File: src/rtl/ervp_seq_mul_add_pkg.sv
// rtl/ervp_seq_mul_add_pkg.sv - shared state encoding and width helpers for the multiply-add engine
package ervp_seq_mul_add_pkg;

    typedef enum logic [1:0] {
        ST_IDLE = 2'd0,
        ST_MUL  = 2'd1,
        ST_ADD  = 2'd2,
        ST_DONE = 2'd3
    } state_e;

    // Product width is fixed by the operand widths so the final sum can never overflow.
    function automatic int bw_product(input int bw_multiplicand, input int bw_multiplier);
        return bw_multiplicand + bw_multiplier;
    endfunction

    // Number of bits needed to hold the unsigned value v (at least 1).
    function automatic int required_bitwidth_unsigned(input int v);
        int w;
        w = 1;
        for (int i = 1; i < 32; i++) begin
            if ((v >> i) != 0) begin
                w = i + 1;
            end
        end
        return w;
    endfunction

endpackage

File: src/rtl/ervp_seq_mul_add_if.sv
// rtl/ervp_seq_mul_add_if.sv - operand/result handshake bundle for the multiply-add engine
interface ervp_seq_mul_add_if #(
    parameter int BW_MULTIPLICAND = 33,
    parameter int BW_MULTIPLIER   = 48
);
    localparam int BW_PRODUCT = BW_MULTIPLICAND + BW_MULTIPLIER;

    logic                       in_valid;
    logic                       in_ready;
    logic [BW_MULTIPLICAND-1:0] multiplicand;
    logic [BW_MULTIPLIER-1:0]   multiplier;
    logic [BW_MULTIPLICAND-1:0] addend;
    logic                       out_valid;
    logic                       out_ready;
    logic [BW_PRODUCT-1:0]      product;

    modport master (
        output in_valid, multiplicand, multiplier, addend, out_ready,
        input  in_ready, out_valid, product
    );

    modport slave (
        input  in_valid, multiplicand, multiplier, addend, out_ready,
        output in_ready, out_valid, product
    );

endinterface

File: src/rtl/ervp_seq_mul_add_datapath.sv
// rtl/ervp_seq_mul_add_datapath.sv - shift-add accumulator, operand registers and final adder
module ervp_seq_mul_add_datapath #(
    parameter int BW_MULTIPLICAND = 33,
    parameter int BW_MULTIPLIER   = 48
) (
    input  logic                                       clk,
    input  logic                                       rst,
    input  logic                                       load,
    input  logic                                       mul_step,
    input  logic                                       add_step,
    input  logic [BW_MULTIPLICAND-1:0]                 multiplicand,
    input  logic [BW_MULTIPLIER-1:0]                   multiplier,
    input  logic [BW_MULTIPLICAND-1:0]                 addend,
    output logic [BW_MULTIPLICAND+BW_MULTIPLIER-1:0]   product
);
    localparam int A = BW_MULTIPLICAND;
    localparam int B = BW_MULTIPLIER;
    localparam int P = A + B;

    logic [A-1:0] mcand_q, mcand_d;
    logic [A-1:0] addend_q, addend_d;
    logic [A-1:0] acc_hi_q, acc_hi_d;
    logic [B-1:0] acc_lo_q, acc_lo_d;
    logic [P-1:0] product_q, product_d;

    logic [A:0]   partial;
    logic [P:0]   final_sum;

    // Upper-half adder keeps its carry so the right shift loses nothing.
    assign partial   = {1'b0, acc_hi_q} + (acc_lo_q[0] ? {1'b0, mcand_q} : {(A+1){1'b0}});
    assign final_sum = {1'b0, acc_hi_q, acc_lo_q} + (P+1)'(addend_q);

    // Next-state for operands, accumulator and result register.
    always_comb begin
        mcand_d   = mcand_q;
        addend_d  = addend_q;
        acc_hi_d  = acc_hi_q;
        acc_lo_d  = acc_lo_q;
        product_d = product_q;
        if (load) begin
            mcand_d  = multiplicand;
            addend_d = addend;
            acc_hi_d = '0;
            acc_lo_d = multiplier;
        end else if (mul_step) begin
            acc_hi_d = partial[A:1];
            acc_lo_d = {partial[0], acc_lo_q[B-1:1]};
        end
        if (add_step) begin
            product_d = final_sum[P-1:0];
        end
    end

    // Datapath registers; stall is applied upstream by gating the step strobes.
    always_ff @(posedge clk) begin
        if (rst) begin
            mcand_q   <= '0;
            addend_q  <= '0;
            acc_hi_q  <= '0;
            acc_lo_q  <= '0;
            product_q <= '0;
        end else begin
            mcand_q   <= mcand_d;
            addend_q  <= addend_d;
            acc_hi_q  <= acc_hi_d;
            acc_lo_q  <= acc_lo_d;
            product_q <= product_d;
        end
    end

    // The final add can never carry out of the product width.
    always_ff @(posedge clk) begin
        if (!rst && add_step) begin
            assert (final_sum[P] == 1'b0);
        end
    end

    assign product = product_q;

endmodule

File: src/rtl/ervp_seq_mul_add.sv
// rtl/ervp_seq_mul_add.sv - sequential unsigned multiply-add engine top with FSM and step counter
module ervp_seq_mul_add
    import ervp_seq_mul_add_pkg::*;
#(
    parameter int BW_MULTIPLICAND = 33,
    parameter int BW_MULTIPLIER   = 48
) (
    input  logic                 clk,
    input  logic                 rst,
    input  logic                 enable,
    ervp_seq_mul_add_if.slave    bus
);
    localparam int BW_PRODUCT = bw_product(BW_MULTIPLICAND, BW_MULTIPLIER);
    localparam int BW_CNT     = required_bitwidth_unsigned(BW_MULTIPLIER);
    localparam logic [BW_CNT-1:0] CNT_INIT = BW_CNT'(BW_MULTIPLIER);

    state_e             state_q, state_d;
    logic [BW_CNT-1:0]  cnt_q, cnt_d;
    logic               load;
    logic               mul_step;
    logic               add_step;
    logic [BW_PRODUCT-1:0] product;

    // Next-state, counter and step strobes; nothing moves while enable is low.
    always_comb begin
        state_d  = state_q;
        cnt_d    = cnt_q;
        load     = 1'b0;
        mul_step = 1'b0;
        add_step = 1'b0;
        if (enable) begin
            case (state_q)
                ST_IDLE: begin
                    if (bus.in_valid) begin
                        load    = 1'b1;
                        cnt_d   = CNT_INIT;
                        state_d = ST_MUL;
                    end
                end
                ST_MUL: begin
                    mul_step = 1'b1;
                    cnt_d    = cnt_q - 1'b1;
                    if (cnt_q == BW_CNT'(1)) begin
                        state_d = ST_ADD;
                    end
                end
                ST_ADD: begin
                    add_step = 1'b1;
                    state_d  = ST_DONE;
                end
                ST_DONE: begin
                    if (bus.out_ready) begin
                        state_d = ST_IDLE;
                    end
                end
                default: begin
                    state_d = ST_IDLE;
                end
            endcase
        end
    end

    // State and counter registers; reset wins over enable.
    always_ff @(posedge clk) begin
        if (rst) begin
            state_q <= ST_IDLE;
            cnt_q   <= '0;
        end else begin
            state_q <= state_d;
            cnt_q   <= cnt_d;
        end
    end

    assign bus.in_ready  = (state_q == ST_IDLE);
    assign bus.out_valid = (state_q == ST_DONE);
    assign bus.product   = product;

    ervp_seq_mul_add_datapath #(
        .BW_MULTIPLICAND (BW_MULTIPLICAND),
        .BW_MULTIPLIER   (BW_MULTIPLIER)
    ) u_datapath (
        .clk          (clk),
        .rst          (rst),
        .load         (load),
        .mul_step     (mul_step),
        .add_step     (add_step),
        .multiplicand (bus.multiplicand),
        .multiplier   (bus.multiplier),
        .addend       (bus.addend),
        .product      (product)
    );

endmodule

File: src/flat_wrapper.sv
// flat-port wrapper written by rule: the top's interface ports become plain ports
module ervp_seq_mul_add_flat import ervp_seq_mul_add_pkg::*;
#(
    parameter int BW_MULTIPLICAND = 33,
    parameter int BW_MULTIPLIER   = 48
)
  (clk, rst, enable, bus_in_valid, bus_multiplicand, bus_multiplier, bus_addend, bus_out_ready, bus_in_ready, bus_out_valid, bus_product);
  ervp_seq_mul_add_if #(.BW_MULTIPLICAND(BW_MULTIPLICAND), .BW_MULTIPLIER(BW_MULTIPLIER)) bus_i ();
  input  logic clk;
  input  logic rst;
  input  logic enable;
  input wire logic [$bits(bus_i.in_valid)-1:0] bus_in_valid;
  input wire logic [$bits(bus_i.multiplicand)-1:0] bus_multiplicand;
  input wire logic [$bits(bus_i.multiplier)-1:0] bus_multiplier;
  input wire logic [$bits(bus_i.addend)-1:0] bus_addend;
  input wire logic [$bits(bus_i.out_ready)-1:0] bus_out_ready;
  output wire logic [$bits(bus_i.in_ready)-1:0] bus_in_ready;
  output wire logic [$bits(bus_i.out_valid)-1:0] bus_out_valid;
  output wire logic [$bits(bus_i.product)-1:0] bus_product;
  assign bus_i.in_valid = bus_in_valid;
  assign bus_i.multiplicand = bus_multiplicand;
  assign bus_i.multiplier = bus_multiplier;
  assign bus_i.addend = bus_addend;
  assign bus_i.out_ready = bus_out_ready;
  assign bus_in_ready = bus_i.in_ready;
  assign bus_out_valid = bus_i.out_valid;
  assign bus_product = bus_i.product;
  ervp_seq_mul_add #(.BW_MULTIPLICAND(BW_MULTIPLICAND), .BW_MULTIPLIER(BW_MULTIPLIER)) u_core (.clk(clk), .rst(rst), .enable(enable), .bus(bus_i));
endmodule
File: config.mk
export PLATFORM = sky130hd
export DESIGN_NAME = ervp_seq_mul_add_flat
export DESIGN_NICKNAME = d
export VERILOG_FILES = /design/src/rtl/ervp_seq_mul_add_pkg.sv /design/src/rtl/ervp_seq_mul_add_if.sv /design/src/rtl/ervp_seq_mul_add_datapath.sv /design/src/rtl/ervp_seq_mul_add.sv /design/src/flat_wrapper.sv
export SDC_FILE = /design/constraint.sdc
export NUM_CORES = 1
export LEC_CHECK = 0
export CAP_MARGIN = 5
export CORE_MARGIN = 8
export CORE_UTILIZATION = 50
export DETAILED_ROUTE_END_ITERATION = 16
export PLACE_DENSITY = 0.76
export SYNTH_ARGS = -nofsm -noshare
export SYNTH_HDL_FRONTEND = slang
export SYNTH_SLANG_ARGS = --single-unit
File: constraint.sdc
create_clock -name clk -period 3 [get_ports clk]
set_clock_uncertainty 0.1 [all_clocks]
set_input_delay 0.6 -clock clk [delete_from_list [all_inputs] [get_ports clk]]
set_output_delay 0.6 -clock clk [all_outputs]
set_load 0.02 [all_outputs]
==> results by group <==
Global routing
  – Global-route wire length before repair: between 70 and 80 mm
  – Vias in the first global route: around 14k
  – GRT Util Overall: 25.2%
  – Overflow left after global routing: 0
  – Initial antenna violation count: 0
  – Largest net degree at the start of global routing: between 150 and 200

Finish
  – Nets: 2233
  – Most frequent cells in the layout: nand2_1 (384), dfxtp_1 (229), a21oi_1 (202), clkdlybuf4s50_1 (200), nor2_1 (111)
  – Fillers: about 2.3k
  – Leading cell type in the layout, fill and taps excluded: nand2_1
  – Post-route cell area: roughly 18000 sq um
  – Share of cells above drive strength 1: between 10% and 20%
  – Layout Area Growth over Synthesis: 30.1%
  – Diodes inserted: 0

Placement
  – Placed Area: around 16000 sq um
  – Input/output buffers: around 200
  – GP Congestion: around 0.97
  – HPWL Detailed: 31.0 mm

Setup path
  – Worst Setup End Kind: flip-flop
  – R2r startpoint: u_core.u_datapath.acc_lo_q[19]
  – FF-to-FF End: u_core.u_datapath.product[64]
  – Worst Setup Path Type: flip-flop to flip-flop
  – Critical Path RT: 3360 ps
  – Critical Path Fanout Max: 6
  – R2R setup slack: 5 ps
  – Critical path startpoint category: flip-flop
  – Arrival time at the worst endpoint: ~3400 ps
  – Reg2reg path depth: 10

Synthesis
  – Post-Syn Area per Cell: between 7 and 8 sq um
  – Sequential share of the synthesized area: a little over a third
  – Top cells by area, synth: dfxtp_1 (35%), nand2_1 (11%), a21oi_1 (7.5%)
  – Synth warn: 0
  – Synth Net Count: ~2.0k
  – Mapped Cells: about 1.8k
  – Top-area cell type share of the netlist area: a little over a third
  – Yosys cell types: 65
  – Post-synth EDFFs: 0
  – Post-synth top flop: dfxtp_1
  – Mapped Area: roughly 14000 sq um
  – Largest area contributor in the netlist: dfxtp_1
  – #FFs+latches synth: approximately 240
  – Asr flop ratio synth: 0%

Floorplanning
  – Die area: 32800 sq um
  – Chip width: about 180 microns
  – Row count: 60
  – Initial Utilization: ~51%
  – Core area: between 20000 and 30000 sq um
  – Die H: 181 microns
  – Boundary Pins: between 200 and 250

Detailed routing
  – Routed vias: ~14k
  – Final WL: roughly 44 mm
  – Detail Route Antenna Nets: 0
  – Pre-antenna DRT Iters: 5
  – DRT iter0 DRCs: around 1.2k
  – Wirelength per Cell: 18.3 microns
  – DRC viols: 0
  – Drt via density: around 6

Clocking
  – Clock buffers created by TritonCTS: 27
  – Post-CTS Hold Fix Bufs: 0
  – CTS H-tree depth: 1
  – CTS Root Cell: clkbuf_16
  – TritonCTS clock tree: done
  – Worst-skew pair later-pin latency: roughly 530 ps
  – Clock Path Buffers: 3
  – Clock-pin slew on the worst setup and hold paths: 60 ps
  – Sink Count: 236

Timing
  – Finish-stage setup viols: 0
  – Max Freq: ~330 MHz
  – RSZ-0062 raised after global routing: yes
  – Setup TNS: 0 ps
  – Post-route clock period utilization: between 90 and 100%
  – Max-slew violations: 0
  – Final hold violations: 0
  – Slew @ Worst Pin: 749 ps
  – Worst slew margin: about half
  – Min cycle time layout: 2990 ps

Worst hold path
  – Hold path cells: 2
  – Worst-case hold path end point: u_core.u_datapath.mcand_q[23]
  – Min-delay worst type: flip-flop to flip-flop
  – Hold_sp: u_core.u_datapath.mcand_q[23]

Pwr
  – Pwr Density: around 450 nW/um^2
  – Peak VDD IR: 0.421 mV
  – Static leakage power: 6.72 nW

Flow run
  – MaxCap Viol Count: 0

Run status
  – Run status: finished, final reports clean
## what timing repair did
action | CTS | global route
cloned | 0 | 3
pin swaps | 2 | 25
buffers inserted | 0 | 6
gates resized for setup | 8 | 50
endpoints found under the setup margin | 17 | 57
## worst max-delay path, cell delays in order, from the launching register on
cell and delay, ps:
dfxtp_2 350, ha_4 270, nand4_1 230, nor4_4 330, o311ai_4 160, and3_4 230
a211oi_4 350, o211ai_1 160, buf_4 180, or4_1 390, a31oi_1 180
## Yosys cell counts, drive strengths merged, types with 4 or more instances
cell type and count:
nand2 388, dfxtp 236, a21oi 205, nor2 111
o21ai 110, clkbuf 102, ha 72, nand3 62
a311oi 48, xnor2 42, and2 41, nor3 41
a21o 32, inv 29, xor2 28, a211oi 25
and3 25, a31oi 24, nand4 24, or3 19
nor4 13, o21bai 11, or4 11, buf 10
o211ai 10, o31ai 10, nor2b 8, o21a 8
mux2i 7, o2111ai 7, and4 6, a21boi 5
nand2b 5, or2 5, nand3b 4
## report_power, final
| part | leakage (nW) | internal [mW] | switching, mW |
|---|---|---|---|
| Combinational | 4.35 | 0.536 | 0.671 |
| Clock | 0.444 | 2.02 | 1.33 |
| Sequential | 1.92 | 3.29 | 0.138 |
## state kept, by name, indices dropped and copies added, names as in the netlist
name	cells
u_core.cnt_q	6
u_core.state_q	2
u_core.u_datapath.acc_hi_q	33
u_core.u_datapath.acc_lo_q	48
u_core.u_datapath.addend_q	33
u_core.u_datapath.mcand_q	33
u_core.u_datapath.product	81
## per-stage QoR
step	utilization, %	setup WS (ps)	power [mW]	hold slack (ps)	cells
5_1_grt	65.9	-143	8.28	362	2398
2_1_floorplan	-	116	4.13	332	1817
3_5_place_dp	61.3	-121	4.65	345	2343
3_3_place_gp	61.3	-31.9	4.62	340	2343
4_1_cts	64.8	14.4	7.99	353	2389
6_report	65.9	5.29	7.98	349	2398
## layout make-up
class	count	area (sq um)	share of cell area, %
Clock inverter	10	129	0.727
Tap cell	341	427	2.41
Timing Repair Buffer	306	2930	16.5
Clock buffer	36	759	4.29
Sequential cell	236	4740	26.7
Multi-Input combinational cell	1440	8620	48.7
Inverter	29	109	0.614
## worst max-delay path by stage
stage,startpoint,end,slack (ps)
floorplan,u_core.u_datapath.acc_lo_q[0],u_core.u_datapath.acc_hi_q[31],120
global placement,u_core.u_datapath.acc_lo_q[0],u_core.u_datapath.acc_hi_q[15],-30
detailed placement,u_core.u_datapath.acc_lo_q[0],u_core.u_datapath.acc_hi_q[15],-120
CTS,u_core.u_datapath.acc_lo_q[0],u_core.u_datapath.acc_hi_q[15],10
global route,u_core.u_datapath.acc_lo_q[20],u_core.u_datapath.product[62],-140
finish,u_core.u_datapath.acc_lo_q[19],u_core.u_datapath.product[64],5
## cells by family after synthesis
kind of cell    count (synthesis)  synth area share (%)
mux                             7                 0.515
buf+inv                       141                  3.92
xor+xnor                       70                  4.50
fa+ha+maj                      74                  6.91
simple gates                  770                  25.9
flops                         236                  34.7
compound gates                519                  23.6
## layer usage
| layer | global-route usage, % | vias up | routed length (microns) |
|---|---|---|---|
| li1 | - | 6926 | - |
| met1 | 34.1 | 6596 | 19800 |
| met2 | 40.6 | 590 | 19600 |
| met3 | 4.29 | 66 | 3370 |
| met4 | 7.12 | 0 | 1100 |
| met5 | 0 | - | 0 |
(Power assumes the default switching activity.)
